===== src/rtl/booth_r4_mult.sv =====
// booth_r4_mult: sequential radix-4 Booth multiplier, signed/unsigned, ready/start/valid handshake; ports clk_i, reset_i, start_i, signed_i, multiplicand_i, multiplier_i -> ready_o, busy_o, product_o, valid_o; define BOOTH_R4_ABORT_EN to add abort_i
module booth_r4_mult #(
  parameter int WIDTH = 8,
  parameter int CNT_W = $clog2(WIDTH/2+2)
) (
  input  logic               clk_i,
  input  logic               reset_i,
  input  logic               start_i,
  input  logic               signed_i,
  input  logic [WIDTH-1:0]   multiplicand_i,
  input  logic [WIDTH-1:0]   multiplier_i,
`ifdef BOOTH_R4_ABORT_EN
  input  logic               abort_i,
`endif
  output logic               ready_o,
  output logic               busy_o,
  output logic [2*WIDTH-1:0] product_o,
  output logic               valid_o
);
  localparam int N = WIDTH/2+1;
  typedef enum logic [1:0] {IDLE, CALC, DONE} state_t;
  state_t state, state_nxt;
  logic [2*WIDTH-1:0] a_sh, acc, pp, acc_nxt;
  logic [WIDTH+2:0] b_sh;
  logic [CNT_W-1:0] cnt;
  logic [2:0] d;
  logic abort, accept, last;
`ifdef BOOTH_R4_ABORT_EN
  assign abort = abort_i;
`else
  assign abort = 1'b0;
`endif
  assign ready_o = state != CALC;
  assign busy_o = state == CALC;
  assign valid_o = state == DONE;
  assign accept = ready_o && start_i;
  assign last = cnt == CNT_W'(N-1);
  assign d = b_sh[2:0];
  // a_sh is A extended to full product width and pre-shifted by 2i, so the digit weight is applied in place
  assign pp = (d == 3'b001 || d == 3'b010) ? a_sh :
              d == 3'b011 ? a_sh << 1 :
              d == 3'b100 ? -(a_sh << 1) :
              (d == 3'b101 || d == 3'b110) ? -a_sh : '0;
  assign acc_nxt = acc + pp;
  always_comb begin
    state_nxt = state;
    state_nxt = accept ? CALC : state == CALC ? (abort ? IDLE : last ? DONE : CALC) : IDLE;
  end
  always_ff @(posedge clk_i or posedge reset_i)
    if (reset_i) state <= IDLE;
    else state <= state_nxt;
  always_ff @(posedge clk_i or posedge reset_i)
    if (reset_i) begin
      a_sh <= '0;
      b_sh <= '0;
      acc <= '0;
      cnt <= '0;
      product_o <= '0;
    end else if (accept) begin
      a_sh <= {{WIDTH{signed_i & multiplicand_i[WIDTH-1]}}, multiplicand_i};
      // two extension bits above B plus the implicit B[-1]=0 below it
      b_sh <= {{2{signed_i & multiplier_i[WIDTH-1]}}, multiplier_i, 1'b0};
      acc <= '0;
      cnt <= '0;
    end else if (state == CALC) begin
      a_sh <= a_sh << 2;
      b_sh <= b_sh >> 2;
      acc <= acc_nxt;
      cnt <= cnt + 1'b1;
      if (last && !abort) product_o <= acc_nxt;
    end
endmodule


===== config.mk =====
export PLATFORM = sky130hd
export DESIGN_NAME = booth_r4_mult
export DESIGN_NICKNAME = d
export VERILOG_FILES = /design/src/rtl/booth_r4_mult.sv
export SDC_FILE = /design/constraint.sdc
export NUM_CORES = 1
export LEC_CHECK = 0
export CELL_PAD_IN_SITES_DETAIL_PLACEMENT = 1
export CELL_PAD_IN_SITES_GLOBAL_PLACEMENT = 2
export CORE_AREA = 8 8 125 127
export CTS_CLUSTER_DIAMETER = 200
export DETAILED_ROUTE_END_ITERATION = 16
export DIE_AREA = 0 0 133 135
export PLACE_DENSITY = 0.76
export SLEW_MARGIN = 20
export SYNTH_ARGS = -nofsm -noshare
export SYNTH_HDL_FRONTEND = slang
export SYNTH_SLANG_ARGS = --single-unit

===== constraint.sdc =====
create_clock -name clk_i -period 3.6 [get_ports clk_i]
set_clock_uncertainty 0.1 [all_clocks]
set_input_delay 0.9 -clock clk_i [delete_from_list [all_inputs] [get_ports clk_i]]
set_output_delay 0.9 -clock clk_i [all_outputs]
set_load 0.05 [all_outputs]

---- Word level (Yosys, flattened, before mapping) ----
Cells that the tools add are included.
word-level totals
  memories kept ........................... 0
  latch bits .............................. 0
  input port bits ......................... 20
  register bits after elaboration ......... 64
  ROM bits ................................ 0
  RAM bits ................................ 0
  logic and storage cells ................. 43
  output and inout bits ................... 19
cells by class
  div/mod/pow operators ................... 0
  add/sub/neg operators ................... 4
  multiplexer cells ....................... 15
  bitwise gates (word level) .............. 3
  reduce and logical (&&, ||, !) cells .... 5
  equality and inequality tests ........... 10
  multiply operators ...................... 0
  shifts and indexed selects .............. 0
  magnitude comparators ................... 0
operator list
  kind                 count
  $mux 16              8
  $neg 16->16          2
  $mux 11              2
  $add 16x16->16       1
  $eq 3x3->1 const B   4
  $eq 3x2->1 const B   2
  $mux 2               3
  $mux 3               2
  $add 3x1->3 const B  1
  $eq 3x1->1 const B   1
  $reduce_and 3->1     1
  $and 1x1->1          2
  $eq 2x1->1 const B   1
  $eq 2x2->1 const B   1
  $logic_or 1x1->1     2
  $ne 2x1->1 const B   1
  $reduce_bool 2->1    1
  $logic_and 1x1->1    1
  $not 1->1            1

---- Depth between registers and ports, before layout ----
  depth after elaboration ................. 9
  gate-level depth with buffers ........... 17
  mapped depth without buffers ............ 17

---- Worst setup path before layout ----
Ideal clock, no wire load.
  kind .................................... reg-to-reg
  start ................................... reg a_sh[0]
  end ..................................... reg acc[15]
  data arrival time ....................... 3.789 ns
  stages on the path, launching flop included .. 18
  path buffers ............................ 0
  setup slack ............................. -0.358 ns
  clock period less this slack ............ 3.958 ns
  path through ............................ dfrtp_1 > inv_1 > ha_1 > nor3b_1 > nand3_1 > or3_1 > xor2_1 > a221oi_1 > a21oi_1 > a221o_1 > ha_1 > and4_1 > and3_1 > o211ai_1 > nand4b_1 > xor2_1 > or3_1 > nand3_1
between the ends
  longest elaborated chain between the ends .. 8
ends and longest elaborated chain
  element                   RTL line  RTL
  start: declaration        23        logic [2*WIDTH-1:0] a_sh, acc, pp, acc_nxt;
  start signal: assignment  60        a_sh <= {{WIDTH{signed_i & multiplicand_i[WIDTH-1]}}, multiplicand_i};
  start signal: assignment  66        a_sh <= a_sh << 2;
  $neg 16->16               43        (d == 3'b101 || d == 3'b110) ? -a_sh : '0;
  $mux 16                   43
  $mux 16                   42        d == 3'b100 ? -(a_sh << 1) :
  $mux 16                   41        d == 3'b011 ? a_sh << 1 :
  $mux 16 (*)               40        assign pp = (d == 3'b001 || d == 3'b010) ? a_sh :
  $add 16x16->16 (*)        44        assign acc_nxt = acc + pp;
  $mux 16 (*)               65        end else if (state == CALC) begin
  $mux 16 (*)               59        end else if (accept) begin
  end signal: assignment    68        acc <= acc_nxt;
  end: declaration          23
Every way passes the cells marked *; elsewhere a longest branch is shown, timed or not. The select of a mux whose other input is x is not followed.
A chain may end at the register's enable or synchronous reset.

---- Worst setup path in the final report ----
  start ................................... reg a_sh[1]
  end ..................................... reg product_o[15]
between the ends
  longest elaborated chain between the ends .. 6
ends and longest elaborated chain
  element                 RTL line  RTL
  $neg 16->16             43
  $mux 16                 43
  $mux 16                 42
  $mux 16                 41
  $mux 16 (*)             40
  $add 16x16->16 (*)      44
  end signal: assignment  70        if (last && !abort) product_o <= acc_nxt;
  end: declaration        17        output logic [2*WIDTH-1:0] product_o,
Every way passes the cells marked *; elsewhere a longest branch is shown, timed or not.

==> flow_metrics.py <==
metrics = {
    "run_status": {
        "status": "finished, violations left",
        "violations": "setup timing",
    },
    "synthesis": {
        "synth_area_mm2": 0.00424,
        "ys.flop_type": "dfrtp_1",
        "async_reset_ff_share_pct": 100,
        "ys_types": 57,
        "yosysSeqAreaShare_pct": 37.2,
        "synth-seq-cells": 63,
        "synthTopCellsByArea": "dfrtp_1, o21ai_0, ha_1, nand2_1, mux2i_1",
        "synth_largest_area_cell": "dfrtp_1",
        "synthTopCellsByCount": "nand2_1, o21ai_0, dfrtp_1",
        "ys_warn_count": 0,
        "postSynthCellCount": 505,
        "yosysMostFrequentCell": "nand2_1",
        "synth_edf_count": 0,
        "postSynthNetCount": 546,
        "syn_area_per_cell_um2": 8.40,
        "synth_top_area_share_pct": 37.2,
    },
    "timing": {
        "setup_violations": 8,
        "rsz0062_at_grt": "true",
        "post-route-period-util_pct": 107,
        "worstMarginPinSlew_ps": 585,
        "fin_ws_ps": -269,
        "period_minus_slack_ps": 3870,
        "slew_viol_final": 0,
        "hold_viol_final": 0,
        "slew_headroom_pct": 60.9,
        "whs_ps": 377,
        "fmax_mhz": 258,
    },
    "floorplan": {
        "dieWidth_um": 133,
        "initial_core_util_pct": 31.2,
        "ioPinCount": 39,
        "core_mm2": 0.0136,
        "die_height_um": 135,
        "num_rows": 43,
        "die_area_mm2": 0.0180,
    },
    "drt": {
        "wl_mm": 14.7,
        "drt_iter0_drc": 182,
        "viasPerCell": 5.08,
        "drc": 0,
        "wire_per_inst_um": 17.7,
        "dr.pass1.iters": 4,
        "ant_nets": 0,
        "vias": 4234,
    },
    "clocking": {
        "cts-root-buf": "clkbuf_16",
        "clockBufferDepth": 2,
        "cts.clk_slew.worst_paths_ps": 50,
        "hold_buffers": 0,
        "cts_buffers": 9,
        "clk_latency_ps": 340,
        "cts.sinks": 63,
        "h-tree-depth": 3,
        "cts_tree": "done",
    },
    "place": {
        "io_buffers": 38,
        "gp_congestion": 0.860,
        "post_dp_cell_area_mm2": 0.00564,
        "hpwl_mm": 11.1,
    },
    "final_layout": {
        "multiInputGateArea_mm2": 0.00279,
        "drive_above_1_share_pct": 30.7,
        "final_cell_area_mm2": 0.00633,
        "num_antenna_cells": 0,
        "areaGrowthSynthToFinish_pct": 49.2,
        "seq_area_mm2": 0.00158,
        "nFillCells": 1576,
        "final_nets": 692,
    },
    "worst_setup_path": {
        "cp_cell_sequence": "inv_2 -> ha_4 -> nor3b_4 -> nand3_2 -> or3_4 -> xor2_2 -> a221oi_2 -> a21oi_1 -> a221o_1 -> ha_4 -> and4_4 -> and3_1 -> o211ai_1 -> nand4b_1 -> xor2_2 -> xor2_1 -> o21ai_1",
        "reg2reg_slack_ps": -270,
        "cpPeakStageDelay_ps": 400,
        "endpoint_kind": "flip-flop",
        "cp-start-kind": "flip-flop",
        "cp.required_ps": 3720,
        "r2r_cells": 17,
        "arrival_ps": 3990,
        "cp_max_fo": 3,
        "crit_path_top_delay_cell": "dfrtp_1",
        "critPathBufInv": 1,
        "critical_path.top_delay_family": "simple AND/OR/NAND/NOR gates",
        "crit_type": "reg -> reg",
        "rr_endpoint": "product_o[15]",
        "r2r_start": "a_sh[1]",
    },
    "global_route": {
        "grt.total_usage_pct": 16.9,
        "grt_pass1_vias": 4670,
        "grt_max_degree": 52,
        "grt_pass1_wl_mm": 24.1,
        "gr-total-overflow": 0,
        "grt_antenna_before_repair": 0,
    },
    "worst_hold_path": {
        "holdCritPathClass": "reg -> reg",
        "hold-path-endpoint": "product_o[6]",
        "min_from": "product_o[6]",
        "hold_depth": 2,
    },
    "flow_run": {
        "maxCapViolations": 0,
    },
}
## through the flow
stage	std cells	setup TNS [ps]	setup slack [ps]	utilization (%)
final	834	-761	-269	46.5
after global routing	834	-3360	-490	46.5
after CTS	830	-1510	-344	45.1
after detailed placement	804	-4190	-475	41.4
after global placement	804	-2950	-372	41.4
after floorplan	505	-209	-119	-
## worst register-to-register path, delay by kind of cell (launching register included)
family	cells	cell delay [ps]
simple gates	6	1230
compound gates	5	900
xor+xnor	3	600
fa+ha+maj	2	440
flops	1	400
buf+inv	1	90
## layout make-up
| class | instances | share of cell area (%) |
|---|---|---|
| inverter | 16 | 0.949 |
| clock buffer | 13 | 4.11 |
| tap | 180 | 3.56 |
| multi-input combinational | 392 | 44.1 |
| clock inverter | 1 | 0.0791 |
| timing repair buffer | 169 | 22.3 |
| sequential | 63 | 24.9 |
## state kept, by name (all words and copies together), names as in the netlist
signal,count
state,2
product_o,16
a_sh,16
cnt,3
b_sh,10
acc,16
## timing repair
item	in CTS	in global routing
setup buffers	12	6
pin swaps	18	32
setup endpoints to repair	16	18
resized for setup	34	36
## how the worst max path moves through the flow
stage / start / endpoint / cells past startpoint
finish: a_sh[1] / product_o[15] / 17
CTS: a_sh[0] / acc[15] / 17
detailed placement: a_sh[1] / product_o[14] / 17
floorplan: a_sh[0] / acc[15] / 17
global route: a_sh[0] / product_o[15] / 17
global placement: a_sh[1] / product_o[14] / 17
## per-layer routing
layer  track usage (%)  part of all wire, %  vias up
met5                 0                    0        -
met4              7.76                  2.7        0
met3              2.97                  2.6       26
met2              29.2                   50       59
met1              20.0                   44     2064
li1                  -                    -     2085
## cells by family (layout without fill, tap and decap cells)
logic type	count (synthesis)	in the layout	synth area share, %
AND/OR/NAND/NOR	176	176	19.2
buffers and inverters	50	199	5.10
XOR/XNOR	28	28	5.78
adder cells (fa/ha/maj)	22	22	6.61
multiplexers	20	20	4.78
AO/OA/AOI/OAI	146	146	21.4
flip-flops	63	63	37.2
## cell usage in the layout, fill, tap and decap left out, drive strengths merged, types with 5 or more instances in the layout
master	Yosys	layout
buf	16	132
nand2	66	66
o21ai	65	65
dfrtp	63	63
nor2	43	43
clkdlybuf4s50	0	37
a21oi	30	30
nand3	23	23
ha	20	20
mux2i	18	18
inv	16	16
xor2	14	14
xnor2	14	14
clkbuf	18	13
a221oi	10	10
nor3	9	9
or3	7	7
a21o	6	6
nand2b	5	5
nor2b	5	5
Power is not shown: default switching activity piles up to over one toggle a cycle in this logic, so the estimate is an artifact.
